===== src/rtl/decoder_2to4_strobe.sv =====
`default_nettype none
// ============================================================================
//  Module   : decoder_2to4_strobe
//  Purpose  : Registered 2-to-4 one-hot decoder with a valid/ready input
//             handshake. An accepted code drives one of Y3..Y0 high for HOLD
//             cycles. All Y outputs are then low for GAP cycles before the
//             block accepts the next code.
//  Revision : 1.0  initial release
// ----------------------------------------------------------------------------
//  Parameters
//    HOLD      1..255  cycles each one-hot word stays asserted
//    GAP       0..255  all-zero cycles after a word, before the next accept
//  Ports
//    clk       in   1  rising-edge clock
//    rst_n     in   1  asynchronous active-low reset
//    in_valid  in   1  a code is presented on A1,A0
//    in_ready  out  1  block can accept a code (high only in IDLE)
//    A1, A0    in   1  code MSB / LSB, sampled only on a transfer
//    Y3..Y0    out  1  registered one-hot outputs
//    busy      out  1  high whenever the block is not idle
//    code_cnt  out  8  count of accepted codes, wraps modulo 256
// ============================================================================
module decoder_2to4_strobe #(
    parameter int HOLD = 4,
    parameter int GAP  = 1
) (
    input  logic       clk,
    input  logic       rst_n,
    input  logic       in_valid,
    output logic       in_ready,
    input  logic       A1,
    input  logic       A0,
    output logic       Y3,
    output logic       Y2,
    output logic       Y1,
    output logic       Y0,
    output logic       busy,
    output logic [7:0] code_cnt
);

    // ------------------------------------------------------------------------
    // Constants
    // ------------------------------------------------------------------------
    // The down-counter is loaded with (length - 1) so that a phase of length N
    // spans exactly N clock edges, including the edge that leaves it.
    localparam logic [7:0] C_HOLD_LOAD = 8'(HOLD - 1);
    // Only used when GAP is nonzero, so the GAP=0 wrap value is never loaded.
    localparam logic [7:0] C_GAP_LOAD  = 8'(GAP - 1);
    localparam bit         C_HAS_GAP   = (GAP != 0);

    // ------------------------------------------------------------------------
    // State encoding
    // ------------------------------------------------------------------------
    typedef enum logic [1:0] {
        S_IDLE = 2'd0,
        S_HOLD = 2'd1,
        S_GAP  = 2'd2
    } state_t;

    state_t     r_state;
    state_t     w_state_nxt;
    logic [7:0] r_cnt;
    logic [7:0] w_cnt_nxt;
    logic [3:0] r_y;
    logic [3:0] w_y_nxt;
    logic [7:0] r_code_cnt;
    logic [7:0] w_code_cnt_nxt;

    logic       w_idle;
    logic       w_transfer;
    logic [3:0] w_onehot;

    // ------------------------------------------------------------------------
    // Handshake
    // ------------------------------------------------------------------------
    // in_ready comes straight from the state register, so it reads 1 during
    // reset (state forced to IDLE) while the register itself blocks any
    // transfer until rst_n is released.
    assign w_idle     = (r_state == S_IDLE);
    assign w_transfer = in_valid && w_idle;

    // ------------------------------------------------------------------------
    // Code to one-hot mapping. Every 2-bit value is legal, so the word is
    // always exactly one bit set.
    // ------------------------------------------------------------------------
    always_comb begin
        w_onehot = 4'b0001;
        case ({A1, A0})
            2'b00:   w_onehot = 4'b0001;
            2'b01:   w_onehot = 4'b0010;
            2'b10:   w_onehot = 4'b0100;
            2'b11:   w_onehot = 4'b1000;
            default: w_onehot = 4'b0001;
        endcase
    end

    // ------------------------------------------------------------------------
    // Next-state and datapath logic
    // ------------------------------------------------------------------------
    always_comb begin
        w_state_nxt    = r_state;
        w_cnt_nxt      = r_cnt;
        w_y_nxt        = r_y;
        w_code_cnt_nxt = r_code_cnt;

        case (r_state)
            S_IDLE: begin
                w_y_nxt = 4'b0000;
                if (w_transfer) begin
                    w_y_nxt        = w_onehot;
                    w_cnt_nxt      = C_HOLD_LOAD;
                    w_code_cnt_nxt = r_code_cnt + 8'd1;
                    w_state_nxt    = S_HOLD;
                end
            end

            S_HOLD: begin
                if (r_cnt != 8'd0) begin
                    w_cnt_nxt = r_cnt - 8'd1;
                end else begin
                    // The word clears on the same edge that leaves HOLD, so
                    // there is no cycle with two Y bits or a stale word.
                    w_y_nxt = 4'b0000;
                    if (C_HAS_GAP) begin
                        w_cnt_nxt   = C_GAP_LOAD;
                        w_state_nxt = S_GAP;
                    end else begin
                        w_cnt_nxt   = 8'd0;
                        w_state_nxt = S_IDLE;
                    end
                end
            end

            S_GAP: begin
                w_y_nxt = 4'b0000;
                if (r_cnt != 8'd0) begin
                    w_cnt_nxt = r_cnt - 8'd1;
                end else begin
                    w_state_nxt = S_IDLE;
                end
            end

            default: begin
                w_state_nxt = S_IDLE;
                w_cnt_nxt   = 8'd0;
                w_y_nxt     = 4'b0000;
            end
        endcase
    end

    // ------------------------------------------------------------------------
    // State and output registers
    // ------------------------------------------------------------------------
    always_ff @(posedge clk or negedge rst_n) begin
        if (!rst_n) begin
            r_state    <= S_IDLE;
            r_cnt      <= 8'd0;
            r_y        <= 4'b0000;
            r_code_cnt <= 8'd0;
        end else begin
            r_state    <= w_state_nxt;
            r_cnt      <= w_cnt_nxt;
            r_y        <= w_y_nxt;
            r_code_cnt <= w_code_cnt_nxt;
        end
    end

    // ------------------------------------------------------------------------
    // Outputs
    // ------------------------------------------------------------------------
    assign in_ready = w_idle;
    assign busy     = !w_idle;
    assign Y3       = r_y[3];
    assign Y2       = r_y[2];
    assign Y1       = r_y[1];
    assign Y0       = r_y[0];
    assign code_cnt = r_code_cnt;

endmodule
`default_nettype wire


===== config.mk =====
export PLATFORM = sky130hd
export DESIGN_NAME = decoder_2to4_strobe
export DESIGN_NICKNAME = d
export VERILOG_FILES = /design/src/rtl/decoder_2to4_strobe.sv
export SDC_FILE = /design/constraint.sdc
export NUM_CORES = 1
export LEC_CHECK = 0
export ABC_CLOCK_PERIOD_IN_PS = 2800
export CORE_ASPECT_RATIO = 1.2
export CORE_MARGIN = 2
export CORE_UTILIZATION = 56
export CTS_CLUSTER_SIZE = 20
export DETAILED_ROUTE_END_ITERATION = 10
export PLACE_DENSITY = 0.85
export SYNTH_ARGS = -nofsm -noshare
export SYNTH_HDL_FRONTEND = slang
export SYNTH_SLANG_ARGS = --single-unit

===== constraint.sdc =====
create_clock -name clk -period 2.8 [get_ports clk]
set_input_delay 0.56 -clock clk [delete_from_list [all_inputs] [get_ports clk]]
set_output_delay 0.56 -clock clk [all_outputs]
set_load 0.01 [all_outputs]

==> impl_metrics.tcl, run 1 <==
set metrics [dict create \
    hold_violations 0 \
    cts_tree "done" \
    die_x_um 46.57 \
    yosysMostFrequentCell "dfrtp_1" \
    syn_nets 127 \
    clock_skew_ns 0.003855 \
    cp.required_ns 2.24 \
    timing.hold.ws_ns 0.4825 \
    p_switching_uw 691.1 \
    htreeDepth 1 \
    clk_latency_ns 0.31 \
    antenna_found_initial 0 \
    track_usage 0.2449 \
    cellPowerDensity_mw_per_mm2 1076 \
    finalSetupTns_ns 0 \
    max-slew-margin-rel 0.5872 \
    rows 18 \
    syn_inst 119 \
    synth_common_cells "dfrtp_1, nand2_1, nor2_1" \
    ant_nets 0 \
    drv_slew 0 \
    crit_chain "nor2_1 -> inv_1 -> clkdlybuf4s50_1" \
    p_leak_nw 0.6174 \
    worst_slew_pin_slew_ns 0.6192 \
    crit_slowest_cell "dfrtp_1" \
    worst_hold_path_type "reg -> reg" \
    postCtsResizedCells 0 \
    drt_iter0_markers 19 \
    rsz0062_at_grt "false" \
    status "completed" \
    grt_pass1_wl_mm 4.388 \
    post-route-period-util 0.8624 \
    num_vias 974 \
    antennaDiodeCount 0 \
    cts_inserted_buffers 3 \
    synthAdderAreaFrac 0.03083 \
    clkTransAtPathRegs_ns 0.12 \
    synthFlopType "dfrtp_1" \
    nets 148 \
    seq_area_frac_synth 0.4522 \
    initial_utilization 0.5940 \
    synth_area_mm2 0.001217 \
    path_max_fanout 15 \
    gp_congestion 0.9227 \
    wl_per_cell_um 14.80 \
    syn_to_final_growth_pct 18.91 \
    synth_compound_area_frac 0.1531 \
    max-vdd-ir-drop_v 0.0007228 \
    dpl.hpwl_mm 1.865 \
    clkPwrFrac 0.093 \
    core_mm2 0.002049 \
    switching_share 0.4438 \
    timing.rr.start "r_cnt[0]$_DFFE_PN0P_" \
    synth_top_family_by_area "simple AND/OR/NAND/NOR gates" \
    yosysWarnings 0 \
    pwr-share-comb 0.509 \
    drtPass1Iterations 4 \
    cts_setup_buffers 0 \
    synth_area_leaders "dfrtp_1, nand2_1, xnor2_1" \
    wl_mm 2.487 \
    grt_max_degree 23 \
    synth_top_area_cell "dfrtp_1" \
    die_h_um 55.08 \
    cts_buffer_depth 2 \
    synthXorXnorAreaFrac 0.07811 \
    remaining_drc_errors 0 \
    worst-setup-path-type "reg -> out" \
    cts.sinks 22 \
    n_fill_cell 159 \
    synthMuxAreaShare 0.009250 \
    synth_cell_types 42 \
    first_global_vias 946 \
    p_int_uw 866.3 \
    period_needed_ns 2.415 \
    async_reset_ff_frac 1.000 \
    p_seq_frac 0.398 \
    arrival_ns 1.85 \
    viasPerCell 5.798 \
    synthSimpleGateAreaFrac 0.2497 \
    io_buffers 18 \
    synth_edf_count 0 \
    crit_start "r_state[1]$_DFFE_PN0P_" \
    io_pins 19 \
    synth_top_area_share 0.4522 \
    worst_slack_ns 0.3852 \
    place_worst_setup_slack_ns 0.6086 \
    cp-end-kind "output pin" \
    min_from "code_cnt[7]$_DFFE_PN0P_" \
    start_kind "flop" \
    setup_violations 0 \
    syn_area_per_cell_um2 10.23 \
    slowest_delay_ns 0.76 \
    synth_seq_cells 22 \
    max-cap-violations 0 \
    hold_buffers 0 \
    die-area_mm2 0.002565 \
    cts_root_buf "clkbuf_4" \
    clock.fmax_mhz 414.1 \
    overflow 0 \
    drive_above_1_share 0.07971 \
]
cells in the final DEF, fill, tap and decap left out, types with 4 or more instances in the layout:
cell type | Yosys | layout
nand3_1 | 4 | 4
inv_1 | 4 | 4
xnor2_1 | 5 | 5
nand2_1 | 18 | 18
dfrtp_1 | 22 | 22
a21oi_1 | 5 | 5
nor2_1 | 8 | 8
xor2_1 | 4 | 4
clkdlybuf4s50_1 | 0 | 18
registers in the layout (all words and copies together), names as in the netlist:
signal    count
r_state       2
code_cnt      8
r_y           4
r_cnt         8
cells by family (layout without fill, tap and decap cells):
family	after synthesis	after routing
xor gates and xnor gates	10	10
DFF	22	22
muxes	1	1
adders and majority gates	3	3
and+or+nand+nor	53	53
buffers and inverters	7	26
AOI/OAI and AO/OA	23	23
power by group through the flow:
| stage | clock network [mW] | logic [mW] | registers [mW] |
|---|---|---|---|
| detailed placement | 0 | 0.797 | 0.627 |
| CTS | 0.145 | 0.800 | 0.619 |
| floorplan | 0 | 0.581 | 0.566 |
| finish | 0.145 | 0.793 | 0.620 |
| global route | 0.161 | 0.889 | 0.648 |
| global placement | 0 | 0.776 | 0.617 |
through the flow:
stage	utilization	total power, mW	cell area, um2	std cells
after floorplan	-	1.146	1217	119
after global placement	0.6954	1.393	1425	165
after detailed placement	0.6954	1.424	1425	165
after CTS	0.7063	1.564	1448	168
after global routing	0.7063	1.698	1448	168
final	0.7063	1.557	1448	168
worst paths after layout:
kind | to | slack (ns) | cells past startpoint
max in group asynchronous | r_state[0]$_DFFE_PN0P_ | 2.00 | 2
worst max register to register | r_cnt[6]$_DFFE_PN0P_ | 0.92 | 6
worst max-delay path | busy | 0.39 | 3
worst min-delay path | code_cnt[7]$_DFFE_PN0P_ | 0.48 | 1
min in group asynchronous | code_cnt[4]$_DFFE_PN0P_ | 0.58 | 2
worst min register to register | code_cnt[7]$_DFFE_PN0P_ | 0.48 | 1
critical path, delay by kind of cell (launching register included):
kind                   cells  cell delay (ns)
DFF                        1             0.76
buffers and inverters      2             0.64
and+or+nand+nor            1             0.15
layout make-up:
cell class / instances / area (um2) / share of cell area
repair buffers: 19 / 187.7 / 0.1296
inverters: 4 / 15.01 / 0.01037
well taps: 30 / 37.54 / 0.02593
multi-input cells: 90 / 634.4 / 0.4382
flip-flops and latches: 22 / 550.5 / 0.3803
clock buffers: 3 / 22.52 / 0.01556
metal layers:
| layer | vias up | global-route usage | wire (um) |
|---|---|---|---|
| met5 | - | 0 | 0 |
| met4 | 0 | 0.1571 | 69 |
| met3 | 6 | 0.02922 | 97 |
| met2 | 28 | 0.3866 | 1215 |
| met1 | 471 | 0.3135 | 1104 |
| li1 | 469 | - | - |
Power figures use the tool's default switching activity.
==> run 2: changes to the inputs <==
- ABC_AREA: not set -> 1
- PLACE_DENSITY: 0.85 -> not set
- PLACE_DENSITY_LB_ADDON: not set -> 0.3
==> impl_metrics.tcl, run 2 <==
set metrics [dict create \
    status "completed" \
    grt_max_degree 23 \
    finalSetupTns_ns 0 \
    remaining_drc_errors 0 \
    post-route-period-util 0.7435 \
    cts_root_buf "clkbuf_4" \
    io_buffers 18 \
    postCtsResizedCells 0 \
    rows 18 \
    async_reset_ff_frac 1.000 \
    synth_seq_cells 22 \
    grt_pass1_wl_mm 4.064 \
    track_usage 0.2087 \
    max-cap-violations 0 \
    synth_top_area_cell "dfrtp_1" \
    cts_buffer_depth 2 \
    syn_area_per_cell_um2 8.199 \
    report.power.total_uw 471.4 \
    hold_buffers 0 \
    yosysMostFrequentCell "nand2_1" \
    clock_skew_ns 0.007351 \
    syn_inst 152 \
    wl_met2_mm 1.246 \
    num_vias 1036 \
    first_global_vias 998 \
    wl_met1_mm 1.019 \
    die_x_um 47.07 \
    cp-end-kind "output pin" \
    setup_violations 0 \
    multi_input_area_um2 601.8 \
    period_needed_ns 2.082 \
    synth_area_mm2 0.001246 \
    yosysWarnings 0 \
    viasPerCell 5.103 \
    worstRegToRegCells 11 \
    syn_to_final_growth_pct 19.28 \
    arrival_ns 1.52 \
    synth_cell_types 23 \
    worst_slew_pin_slew_ns 0.2762 \
    io_pins 19 \
    final_common_cell "nand2_1" \
    overflow 0 \
    drv_slew 0 \
    path_max_fanout 4 \
    dpl.hpwl_mm 1.870 \
    regArea_um2 550.5 \
    n_fill_cell 171 \
    synth_top_area_share 0.4418 \
    cts_inserted_buffers 3 \
    wl_per_cell_um 11.67 \
    start_kind "flop" \
    core_mm2 0.002072 \
    max-slew-margin-rel 0.8159 \
    synth_edf_count 0 \
    cp.required_ns 2.24 \
    drtPass1Iterations 4 \
    die-area_mm2 0.002620 \
    ant_nets 0 \
    syn_nets 160 \
    htreeDepth 1 \
    cts_setup_buffers 0 \
    p_leak_nw 0.7344 \
    drt_iter0_markers 23 \
    nets 183 \
    clkTransAtPathRegs_ns 0.12 \
    antenna_found_initial 0 \
    clk_latency_ns 0.30 \
    rsz0062_at_grt "false" \
    synthFlopType "dfrtp_1" \
    worst-setup-path-type "reg -> out" \
    drive_above_1_share 0.1503 \
    gp_congestion 0.8238 \
    wl_mm 2.370 \
    synth_common_cells "nand2_1, dfrtp_1, nand3_1" \
    met3_length_um 55 \
    die_h_um 55.68 \
    cellPowerDensity_mw_per_mm2 317.2 \
    worst_hold_path_type "reg -> reg" \
    synth_area_leaders "dfrtp_1, nand2_1, nand3_1" \
    clock.fmax_mhz 480.3 \
    hold_violations 0 \
    antennaDiodeCount 0 \
    seq_area_frac_synth 0.4418 \
    final_cell_mix "nand2_1, dfrtp_1, clkdlybuf4s50_1" \
    min_path_cells 1 \
    cts.sinks 22 \
    highest_layer "met4" \
    initial_utilization 0.6014 \
    cts_tree "done" \
    max-vdd-ir-drop_v 0.0003165 \
]
## run 2: kinds of logic after synthesis
kind of cell	after synthesis	share of synthesized area
adder cells (fa/ha/maj)	3	0.03012
AO/OA/AOI/OAI	7	0.04116
flip-flops	22	0.4418
XOR/XNOR	6	0.04217
buffers and inverters	23	0.07529
AND/OR/NAND/NOR	91	0.3695
## run 2: cell type report
| cell class | instances | share of cell area |
|---|---|---|
| multi-input combinational | 107 | 0.4049 |
| sequential | 22 | 0.3704 |
| inverter | 21 | 0.05303 |
| timing repair buffer | 20 | 0.1313 |
| clock buffer | 3 | 0.01515 |
| tap | 30 | 0.02525 |
## run 2: worst max-delay path: stages (launching register included)
cell and delay, ns:
dfrtp_1 0.45, inv_2 0.08, nand2_2 0.13, clkdlybuf4s50_1 0.55
## run 2: power breakdown
part | total [mW] | switching [mW] | internal [mW]
sequential | 0.318 | 0 | 0.318
combinational | 0.0156 | 0.00947 | 0.00609
clock | 0.138 | 0.0882 | 0.0501
total | 0.471 | 0.0977 | 0.374
## run 2: final timing paths
kind                                               from                 endpoint  slack (ns)
worst max-delay path             r_state[1]$_DFFE_PN0P_                     busy        0.72
worst min-delay path            code_cnt[7]$_DFFE_PN0P_  code_cnt[7]$_DFFE_PN0P_        0.48
worst max register to register     r_cnt[0]$_DFFE_PN0P_     r_cnt[7]$_DFFE_PN0P_        1.15
worst min register to register  code_cnt[7]$_DFFE_PN0P_  code_cnt[7]$_DFFE_PN0P_        0.48
max in group asynchronous                         rst_n  code_cnt[2]$_DFFE_PN0P_        1.98
min in group asynchronous                         rst_n     r_cnt[2]$_DFFE_PN0P_        0.59
## run 2: routing by layer
metal,vias up,track usage
met3,6,0.02273
li1,526,-
met4,0,0.07937
met2,18,0.3503
met1,486,0.2632
met5,-,0
## run 2: stage by stage
stage                     std cells  utilization  instance area (um2)  setup WS [ns]  hold slack [ns]
after detailed placement        200       0.7065                 1464         0.8821           0.4654
after global routing            203       0.7174                 1486         0.6457           0.4922
after global placement          200       0.7065                 1464         0.9572           0.4626
after CTS                       203       0.7174                 1486         0.7007           0.4834
after floorplan                 152            -                 1246          1.409           0.2644
final                           203       0.7174                 1486         0.7181           0.4757
==> run 3: changes to the inputs <==
- ABC_CLOCK_PERIOD_IN_PS: 2800 -> 1900
- CORE_UTILIZATION: 56 -> 47
- clock period: 2.8 -> 1.9 ns (I/O delays scaled with it)
==> impl_metrics.tcl, run 3 (same netlist as run 2, synthesis figures left out) <==
set metrics [dict create \
    initial_utilization 0.4931 \
    final_cell_mix "nand2_1, dfrtp_1, nand3_1" \
    max-cap-violations 0 \
    crit_chain "clkdlybuf4s50_1" \
    track_usage 0.2050 \
    status "completed" \
    clock.fmax_mhz 591.6 \
    finalSetupTns_ns 0 \
    final_common_cell "nand2_1" \
    setup_violations 0 \
    path_max_fanout 4 \
    viasPerCell 5.038 \
    cts_buffer_depth 2 \
    post-route-period-util 0.8896 \
    die_x_um 51.01 \
    remaining_drc_errors 0 \
    htreeDepth 1 \
    cts_tree "done" \
    period_needed_ns 1.690 \
    die-area_mm2 0.003081 \
    hold_violations 0 \
    overflow 0 \
    die_h_um 60.41 \
    drv_slew 0 \
    arrival_ns 1.31 \
    antennaDiodeCount 0 \
    num_vias 1048 \
    io_pins 19 \
    start_kind "flop" \
    ant_nets 0 \
    clk_latency_ns 0.32 \
    antenna_found_initial 0 \
    core_mm2 0.002527 \
    io_buffers 18 \
    final_util 0.6040 \
    drt_iter0_markers 13 \
    wl_per_cell_um 12.50 \
    grt_max_degree 23 \
    cellPowerDensity_mw_per_mm2 562.4 \
    critPathTopFamily "buffers and inverters" \
    cp-end-kind "output pin" \
    clock_skew_ns 0.004467 \
    cts_root_buf "clkbuf_4" \
    worst-setup-path-type "reg -> out" \
    slowest_delay_ns 0.56 \
    syn_to_final_growth_pct 22.49 \
    cp.required_ns 1.52 \
    max-slew-margin-rel 0.7687 \
    crit_buf_inv 1 \
    dpl.hpwl_mm 2.000 \
    clkTransAtPathRegs_ns 0.13 \
    worst_slew_pin_slew_ns 0.3457 \
    crit_slowest_cell "clkdlybuf4s50_1" \
    cts_setup_buffers 0 \
    nets 184 \
    rsz0062_at_grt "false" \
    max-vdd-ir-drop_v 0.0004847 \
    drtPass1Iterations 4 \
    n_fill_cell 235 \
    gp_congestion 0.7833 \
    first_global_vias 1095 \
    cts.sinks 22 \
    wl_mm 2.599 \
    p_leak_nw 0.7550 \
    timing.hold.ws_ns 0.3891 \
    worst_hold_path_type "in -> async" \
    rows 20 \
    grt_pass1_wl_mm 4.761 \
    drive_above_1_share 0.1657 \
    postCtsResizedCells 3 \
    hold_buffers 0 \
    cts_inserted_buffers 3 \
]
-- run 3: per-stage QoR --
stage | power, mW | cells | worst slack, ns | instance area (um2)
floorplan | 0.4793 | 152 | 0.5088 | 1246
CTS | 0.8637 | 208 | 0.1972 | 1526
detailed placement | 0.5010 | 204 | 0.1559 | 1475
finish | 0.8585 | 208 | 0.2097 | 1526
global placement | 0.5002 | 204 | 0.2412 | 1475
global route | 0.8892 | 208 | 0.06133 | 1526
-- run 3: path summary, 6_finish.rpt --
| path | startpoint | cells past startpoint | end | slack (ns) |
|---|---|---|---|---|
| max | code_cnt[2]$_DFFE_PN0P_ | 1 | code_cnt[2] | 0.21 |
| min | rst_n | 2 | r_cnt[5]$_DFFE_PN0P_ | 0.39 |
| max reg2reg | r_cnt[0]$_DFFE_PN0P_ | 11 | r_cnt[6]$_DFFE_PN0P_ | 0.22 |
| min reg2reg | code_cnt[7]$_DFFE_PN0P_ | 1 | code_cnt[7]$_DFFE_PN0P_ | 0.49 |
| max in group asynchronous | rst_n | 2 | r_state[0]$_DFFE_PN0P_ | 1.27 |
| min in group clk | code_cnt[7]$_DFFE_PN0P_ | 1 | code_cnt[7]$_DFFE_PN0P_ | 0.49 |
-- run 3: per-layer routing --
layer,vias up,part of all wire,track usage
met5,-,0,0
li1,529,-,-
met3,5,0.033,0.03695
met2,16,0.52,0.3655
met4,0,0.015,0.08108
met1,498,0.43,0.2464
-- run 3: area by class of cell --
cell class,count,area [um2],share of cell area
Clock buffer,3,22.52,0.01475
Sequential cell,22,551.8,0.3615
Inverter,21,78.83,0.05164
Clock inverter,1,30.03,0.01967
Timing Repair Buffer,21,200.2,0.1311
Multi-Input combinational cell,107,601.8,0.3943
Tap cell,33,41.29,0.02705
-- run 3: where the power goes --
part | total (mW) | internal, mW | leakage, nW | switching [mW]
sequential | 0.468 | 0.468 | 0.255 | 0
clock | 0.367 | 0.213 | 0.0279 | 0.154
combinational | 0.0232 | 0.00897 | 0.472 | 0.0143
